File: config.mk
export PLATFORM = sky130hd
export DESIGN_NAME = probe_unit
export DESIGN_NICKNAME = d
export VERILOG_FILES = /design/src/rtl/probe_unit_pkg.sv /design/src/rtl/probe_beat_buf.sv /design/src/rtl/probe_unit.sv
export SDC_FILE = /design/constraint.sdc
export NUM_CORES = 1
export LEC_CHECK = 0
export CORE_MARGIN = 2
export CORE_UTILIZATION = 30
export DETAILED_ROUTE_END_ITERATION = 8
export PLACE_DENSITY = 0.74
export SETUP_SLACK_MARGIN = 0.15
export SLEW_MARGIN = 10
export SYNTH_ARGS = -nofsm -noshare
export SYNTH_HDL_FRONTEND = slang
export SYNTH_SLANG_ARGS = --single-unit
File: constraint.sdc
create_clock -name clock -period 1.5 [get_ports clock]
set_input_delay 0.15 -clock clock [delete_from_list [all_inputs] [get_ports clock]]
set_output_delay 0.15 -clock clock [all_outputs]
set_load 0.01 [all_outputs]
File: src/rtl/probe_unit_pkg.sv
// Shared probe/metadata definitions: FSM states, TileLink C-channel opcodes,
// probe cap and report encodings, client coherence states and the shrink table.
package probe_unit_pkg;

    typedef enum logic [2:0] {
        StIdle,
        StMetaRd,
        StMetaResp,
        StMshrWait,
        StData,
        StAck,
        StMetaWr
    } probe_state_e;

    // C-channel opcodes
    localparam logic [2:0] TlProbeAck     = 3'd4;
    localparam logic [2:0] TlProbeAckData = 3'd5;

    // B-channel cap parameter; 3 is not defined and is handled as toN
    localparam logic [1:0] CapToT = 2'd0;
    localparam logic [1:0] CapToB = 2'd1;
    localparam logic [1:0] CapToN = 2'd2;

    // C-channel report parameter
    localparam logic [2:0] RepTtoB = 3'd0;
    localparam logic [2:0] RepTtoN = 3'd1;
    localparam logic [2:0] RepBtoN = 3'd2;
    localparam logic [2:0] RepTtoT = 3'd3;
    localparam logic [2:0] RepBtoB = 3'd4;
    localparam logic [2:0] RepNtoN = 3'd5;

    // Client coherence states
    localparam logic [1:0] CohNothing = 2'd0;
    localparam logic [1:0] CohBranch  = 2'd1;
    localparam logic [1:0] CohTrunk   = 2'd2;
    localparam logic [1:0] CohDirty   = 2'd3;

    typedef struct packed {
        logic       has_data;
        logic [2:0] report;
        logic [1:0] new_coh;
    } shrink_t;

    // Shrink the client state to the probe cap; Dirty lines return their data.
    function automatic shrink_t shrink(input logic [1:0] cap, input logic [1:0] coh);
        shrink_t r;
        r = '{1'b0, RepNtoN, CohNothing};
        case (cap)
            CapToT: begin
                case (coh)
                    CohDirty:  r = '{1'b1, RepTtoT, CohTrunk};
                    CohTrunk:  r = '{1'b0, RepTtoT, CohTrunk};
                    CohBranch: r = '{1'b0, RepBtoB, CohBranch};
                    default:   r = '{1'b0, RepNtoN, CohNothing};
                endcase
            end
            CapToB: begin
                case (coh)
                    CohDirty:  r = '{1'b1, RepTtoB, CohBranch};
                    CohTrunk:  r = '{1'b0, RepTtoB, CohBranch};
                    CohBranch: r = '{1'b0, RepBtoB, CohBranch};
                    default:   r = '{1'b0, RepNtoN, CohNothing};
                endcase
            end
            default: begin
                case (coh)
                    CohDirty:  r = '{1'b1, RepTtoN, CohNothing};
                    CohTrunk:  r = '{1'b0, RepTtoN, CohNothing};
                    CohBranch: r = '{1'b0, RepBtoN, CohNothing};
                    default:   r = '{1'b0, RepNtoN, CohNothing};
                endcase
            end
        endcase
        return r;
    endfunction

endpackage

File: src/rtl/probe_beat_buf.sv
// One-entry holding register for a C-channel data beat with valid/ready on
// both sides. Contents stay stable while the consumer stalls.
module probe_beat_buf #(
    parameter int unsigned DATA_W = 64
) (
    input  logic              clock,
    input  logic              reset_n,
    input  logic              in_valid,
    output logic              in_ready,
    input  logic [DATA_W-1:0] in_data,
    output logic              out_valid,
    input  logic              out_ready,
    output logic [DATA_W-1:0] out_data
);

    logic              full_q;
    logic [DATA_W-1:0] data_q;

    // Fill when empty, drain on consumer handshake.
    always_ff @(posedge clock or negedge reset_n) begin
        if (!reset_n) begin
            full_q <= 1'b0;
            data_q <= '0;
        end else if (in_valid && in_ready) begin
            full_q <= 1'b1;
            data_q <= in_data;
        end else if (out_valid && out_ready) begin
            full_q <= 1'b0;
        end
    end

    assign in_ready  = !full_q;
    assign out_valid = full_q;
    assign out_data  = data_q;

endmodule

File: src/rtl/probe_unit.sv
// L1 data cache probe unit: services one TileLink B-channel probe at a time,
// reads the metadata, shrinks the client state, returns ProbeAck/ProbeAckData
// on channel C and writes back the new coherence state.
// Optional macro PROBE_UNIT_PERF_EN adds saturating probe/stall counters.
module probe_unit
    import probe_unit_pkg::*;
#(
    parameter int unsigned ADDR_W = 32,
    parameter int unsigned DATA_W = 64,
    parameter int unsigned BEATS  = 8,
    parameter int unsigned WAYS   = 4,
    parameter int unsigned IDX_W  = 6,
    parameter int unsigned SRC_W  = 4,
    localparam int unsigned BEAT_W = (BEATS > 1) ? $clog2(BEATS) : 1
) (
    input  logic              clock,
    input  logic              reset_n,
    input  logic              b_valid,
    output logic              b_ready,
    input  logic [1:0]        b_param,
    input  logic [ADDR_W-1:0] b_addr,
    input  logic [SRC_W-1:0]  b_source,
    output logic              meta_req_valid,
    input  logic              meta_req_ready,
    output logic [IDX_W-1:0]  meta_req_idx,
    input  logic [WAYS-1:0]   meta_resp_hit,
    input  logic [1:0]        meta_resp_coh,
    input  logic              mshr_block,
    output logic              data_req_valid,
    input  logic              data_req_ready,
    output logic [WAYS-1:0]   data_req_way,
    output logic [BEAT_W-1:0] data_req_beat,
    input  logic [DATA_W-1:0] data_resp,
    output logic              c_valid,
    input  logic              c_ready,
    output logic [2:0]        c_opcode,
    output logic [2:0]        c_param,
    output logic [ADDR_W-1:0] c_addr,
    output logic [SRC_W-1:0]  c_source,
    output logic [DATA_W-1:0] c_data,
    output logic              meta_wr_valid,
    input  logic              meta_wr_ready,
    output logic [WAYS-1:0]   meta_wr_way,
    output logic [1:0]        meta_wr_coh,
    output logic              busy,
    output logic              lsu_release
`ifdef PROBE_UNIT_PERF_EN
    ,
    output logic [31:0]       probe_cnt,
    output logic [31:0]       probe_data_cnt,
    output logic [31:0]       stall_cyc
`endif
);

    // Byte offset of a cache line inside the address
    localparam int unsigned OFF_W = $clog2(BEATS * DATA_W / 8);
    localparam logic [BEAT_W-1:0] LastBeat = BEAT_W'(BEATS - 1);

    probe_state_e      state_q;
    logic [ADDR_W-1:0] addr_q;
    logic [1:0]        cap_q;
    logic [SRC_W-1:0]  src_q;
    logic [WAYS-1:0]   hit_q;
    logic [1:0]        coh_q;
    logic [1:0]        new_coh_q;
    logic [2:0]        report_q;
    logic              has_data_q;
    logic [BEAT_W-1:0] beat_q;
    logic              pend_q;   // data response arrives this cycle

    logic              b_fire, meta_fire, data_fire, c_fire, wr_fire;
    logic              last_fire, coh_change, need_wr;
    logic [1:0]        resp_coh;
    shrink_t           shr;
    logic              buf_in_ready, buf_valid;
    logic [DATA_W-1:0] buf_data;

    assign b_fire     = b_valid && b_ready;
    assign meta_fire  = meta_req_valid && meta_req_ready;
    assign data_fire  = data_req_valid && data_req_ready;
    assign c_fire     = c_valid && c_ready;
    assign wr_fire    = meta_wr_valid && meta_wr_ready;
    assign resp_coh   = (|meta_resp_hit) ? meta_resp_coh : CohNothing;
    assign shr        = shrink(cap_q, resp_coh);
    assign coh_change = (new_coh_q != coh_q);
    assign need_wr    = (|hit_q) && coh_change;
    assign last_fire  = c_fire && ((state_q == StAck) || (beat_q == LastBeat));

    // Probe sequencer and its latched context.
    always_ff @(posedge clock or negedge reset_n) begin
        if (!reset_n) begin
            state_q    <= StIdle;
            addr_q     <= '0;
            cap_q      <= '0;
            src_q      <= '0;
            hit_q      <= '0;
            coh_q      <= '0;
            new_coh_q  <= '0;
            report_q   <= '0;
            has_data_q <= 1'b0;
            beat_q     <= '0;
            pend_q     <= 1'b0;
        end else begin
            pend_q <= data_fire;
            case (state_q)
                StIdle: begin
                    if (b_fire) begin
                        addr_q  <= b_addr;
                        cap_q   <= b_param;
                        src_q   <= b_source;
                        state_q <= StMetaRd;
                    end
                end
                StMetaRd: begin
                    if (meta_fire) state_q <= StMetaResp;
                end
                StMetaResp: begin
                    hit_q      <= meta_resp_hit;
                    coh_q      <= resp_coh;
                    new_coh_q  <= shr.new_coh;
                    report_q   <= shr.report;
                    has_data_q <= shr.has_data;
                    state_q    <= StMshrWait;
                end
                StMshrWait: begin
                    beat_q <= '0;
                    if (!mshr_block) state_q <= has_data_q ? StData : StAck;
                end
                StData: begin
                    if (c_fire) beat_q <= (beat_q == LastBeat) ? '0 : beat_q + 1'b1;
                    if (last_fire) state_q <= need_wr ? StMetaWr : StIdle;
                end
                StAck: begin
                    if (c_fire) state_q <= need_wr ? StMetaWr : StIdle;
                end
                StMetaWr: begin
                    if (wr_fire) state_q <= StIdle;
                end
                default: state_q <= StIdle;
            endcase
        end
    end

    // Only one beat outstanding: issue again once the previous beat has left.
    probe_beat_buf #(
        .DATA_W (DATA_W)
    ) u_beat_buf (
        .clock     (clock),
        .reset_n   (reset_n),
        .in_valid  (pend_q),
        .in_ready  (buf_in_ready),
        .in_data   (data_resp),
        .out_valid (buf_valid),
        .out_ready (c_ready && (state_q == StData)),
        .out_data  (buf_data)
    );

    assign b_ready        = (state_q == StIdle);
    assign busy           = (state_q != StIdle);
    assign meta_req_valid = (state_q == StMetaRd);
    assign meta_req_idx   = addr_q[OFF_W +: IDX_W];
    assign data_req_valid = (state_q == StData) && !pend_q && buf_in_ready;
    assign data_req_way   = hit_q;
    assign data_req_beat  = beat_q;
    assign c_valid        = (state_q == StAck) || ((state_q == StData) && buf_valid);
    assign c_opcode       = (state_q == StData) ? TlProbeAckData : TlProbeAck;
    assign c_param        = report_q;
    assign c_addr         = addr_q;
    assign c_source       = src_q;
    assign c_data         = (state_q == StData) ? buf_data : '0;
    assign meta_wr_valid  = (state_q == StMetaWr);
    assign meta_wr_way    = hit_q;
    assign meta_wr_coh    = new_coh_q;
    assign lsu_release    = last_fire && coh_change;

`ifdef PROBE_UNIT_PERF_EN
    // Saturating event counters.
    always_ff @(posedge clock or negedge reset_n) begin
        if (!reset_n) begin
            probe_cnt      <= '0;
            probe_data_cnt <= '0;
            stall_cyc      <= '0;
        end else begin
            if (b_fire && (probe_cnt != '1)) probe_cnt <= probe_cnt + 1'b1;
            if ((state_q == StMshrWait) && !mshr_block && has_data_q &&
                (probe_data_cnt != '1)) begin
                probe_data_cnt <= probe_data_cnt + 1'b1;
            end
            if (((state_q == StMshrWait) || (c_valid && !c_ready)) && (stall_cyc != '1)) begin
                stall_cyc <= stall_cyc + 1'b1;
            end
        end
    end
`endif

endmodule

==> metrics.yaml <==
run_status:
  outcome: "finished, violations left"
  violations: "setup timing"
setup_path:
  cp-start-kind: "flop"
  crit_type: "flop to primary output"
  critPathMaxFanout: 3
  cp.required_ps: 1350
  worstPathArrival_ps: 1660
  endpoint_kind: "primary output"
routing:
  avgRoutedWirePerCell_um: 17.6
  dr.pass1.iters: 4
  drc: 0
  drt-initial-drc-count: 119
  viasPerCell: 4.59
  drtAntennaViolNets: 0
  via_count: 4480
  wl_mm: 17.2
timing:
  slew_headroom: 0.553
  fmax_mhz: 551
  fin_crit_ps: 1810
  fin_skew_ps: 7.48
  hold_violations: 0
  period_share: 1.21
  setup_ws_ps: -314
  final-setup-viol-count: 130
  rsz0062_at_grt: "true"
  hold_ws_ps: 317
  finalMaxSlewViolations: 0
  tightest_slew_ps: 670
  fin_tns_setup_ps: -26820
logic_synthesis:
  synth_area_leaders: "dfrtp_1 (55%), mux2_2 (17%), and2_1 (7.3%), mux2_4 (5.4%), buf_4 (2.9%)"
  syn_nets: 539
  synth_edf_count: 0
  synth.top_cell.area_share: 0.554
  synth_compound_area_frac: 0.0231
  synth_ff_type: "dfrtp_1"
  netlist_area_um2: 5510
  synth_area_per_cell_um2: 13.1
  yosys.area_share.xor_xnor: 0.00477
  synth_seq_cells: 122
  synth_simple_gate_area_frac: 0.127
  synth_top_area_cell: "dfrtp_1"
  yosysMostFrequentCell: "dfrtp_1"
  synthAdderAreaFrac: 0.00454
  synthTopCellsByCount: "dfrtp_1 (122), mux2_2 (85), and2_1 (64)"
  syn_inst: 421
  synth_top_family_by_area: "multiplexers"
  synthMuxAreaShare: 0.233
  ys_async_sr_fraction: 1.00
  ys_seq_area_frac: 0.554
  synth_cell_types: 44
  ys_warn_count: 0
die:
  rows: 49
  die_w_um: 140
  ios: 248
  die_y_um: 140
  start_util: 0.306
  core_area_um2: 18000
  die-area_um2: 19500
cts:
  clkLatencyLatePin_ps: 410
  cts-root-buf: "clkbuf_16"
  cts_buffers: 17
  cts_tree: "built"
  clockBufferDepth: 2
  htree_num_levels: 4
  clkTransAtPathRegs_ps: 60
  clock-sinks: 122
job:
  max_cap_viol_count: 0
grt:
  overflow: 0
  grt_pass1_vias: 4749
  antenna_found_initial: 0
  grt_max_degree: 123
  grt_use_total: 0.165
  grt_pass1_wl_mm: 25.5
place:
  pre_cts_slack_ps: -239
  hpwl_mm: 10.2
  port_buffers: 245
  routabilityCongestion: 0.823
finish:
  n_antenna_cell: 0
  drive_above_1_share: 0.500
  syn2layout_area_growth_pct: 89.9
  fin_nets: 853
power_and_ir_drop:
  power.share.combinational: 0.459
  total_power_mw: 18.8
  power.share.switching: 0.302
  power.switching_mw: 5.66
  leakage_nw: 5.15
  power_frac_clock: 0.245
  seqPwrFrac: 0.295
  p_int_mw: 13.1
  vdd_drop_max_mv: 1.07
  p_per_area_nw_per_um2: 1790
worst_hold_path:
  hp-class: "input port to flop"
## worst max-delay path, stage by stage, from the launching register on
cell	delay (ps)
dfrtp_1	410
nor2_2	100
nand2_2	80
buf_4	140
buf_6	100
buf_4	130
nor3_4	130
buf_2	160
## what timing repair did
action                                  4_1_cts  5_1_grt
hold buffers                                  1        0
setup buffers                                15       16
endpoints found under the setup margin      242      224
gates resized for setup                     406      184
pin swaps                                    17       42
gates cloned                                  9        6
hold endpoints to repair                    122        0
## power by group through the flow
stage	registers, mW	logic, mW	clock network (mW)
2_1_floorplan	5.64	3.42	0
3_3_place_gp	5.44	6.59	0
3_5_place_dp	5.50	6.74	0
4_1_cts	5.49	7.44	4.70
5_1_grt	5.71	9.14	4.89
6_report	5.54	8.62	4.61
## metal layers
layer	global-route usage	routed length, um	vias to the layer above
met5	0	0	-
met4	0.0616	265	0
met3	0.0465	1040	20
met2	0.269	8710	182
met1	0.209	7170	2225
li1	-	-	2053
## metrics by stage
stage          utilization  std cells  cell area [um2]
6_report             0.581        977            10500
5_1_grt              0.581        977            10500
4_1_cts              0.530        955             9560
3_5_place_dp         0.473        898             8520
3_3_place_gp         0.473        898             8520
2_1_floorplan            -        421             5730
## cells in the final DEF (no fill, tap or decap), types with 9 or more instances in the layout
cell,n
clkdlybuf4s50_1,114
buf_12,16
buf_6,70
mux2_4,104
buf_8,9
and2_4,44
and2_1,21
dfrtp_1,121
buf_16,10
dlymetal6s2s_1,29
clkbuf_16,23
nand2_1,24
dlygate4sd2_1,24
buf_2,25
buf_4,24
## flip-flops by register name, indices dropped and copies added (netlist names)
register              flops
u_beat_buf.out_valid      1
u_beat_buf.out_data      64
data_req_way              4
has_data_q                1
state_q                   3
c_param                   3
meta_wr_coh               2
coh_q                     2
data_req_beat             3
c_source                  4
cap_q                     2
c_addr                   32
pend_q                    1
## logic make-up (layout without fill, tap and decap cells)
group / Yosys count / after routing
other: 2 / 2
flip-flops: 122 / 122
adder cells (fa/ha/maj): 2 / 2
XOR/XNOR: 3 / 3
AND/OR/NAND/NOR: 123 / 123
multiplexers: 108 / 108
AO/OA/AOI/OAI: 19 / 19
buffers and inverters: 42 / 369
## final cells by class
class	instances	area, um2
clock buffer	17	425
clock inverter	15	236
fill	1409	7560
inverter	6	25.0
multi-input combinational	257	2720
sequential	122	3050
tap	229	287
timing repair buffer	331	3720
## worst paths after layout
path,from,endpoint,slack [ps],cells past startpoint
min reg2reg,c_param[2],c_param[2],480,2
min,meta_resp_hit[1],data_req_way[1],320,3
min in group asynchronous,reset_n,c_addr[7],400,3
max in group asynchronous,reset_n,u_beat_buf.out_data[21],600,3
max,state_q[1],data_req_valid,-310,7
max reg2reg,state_q[0],c_addr[9],-260,7
(Power assumes the default switching activity.)
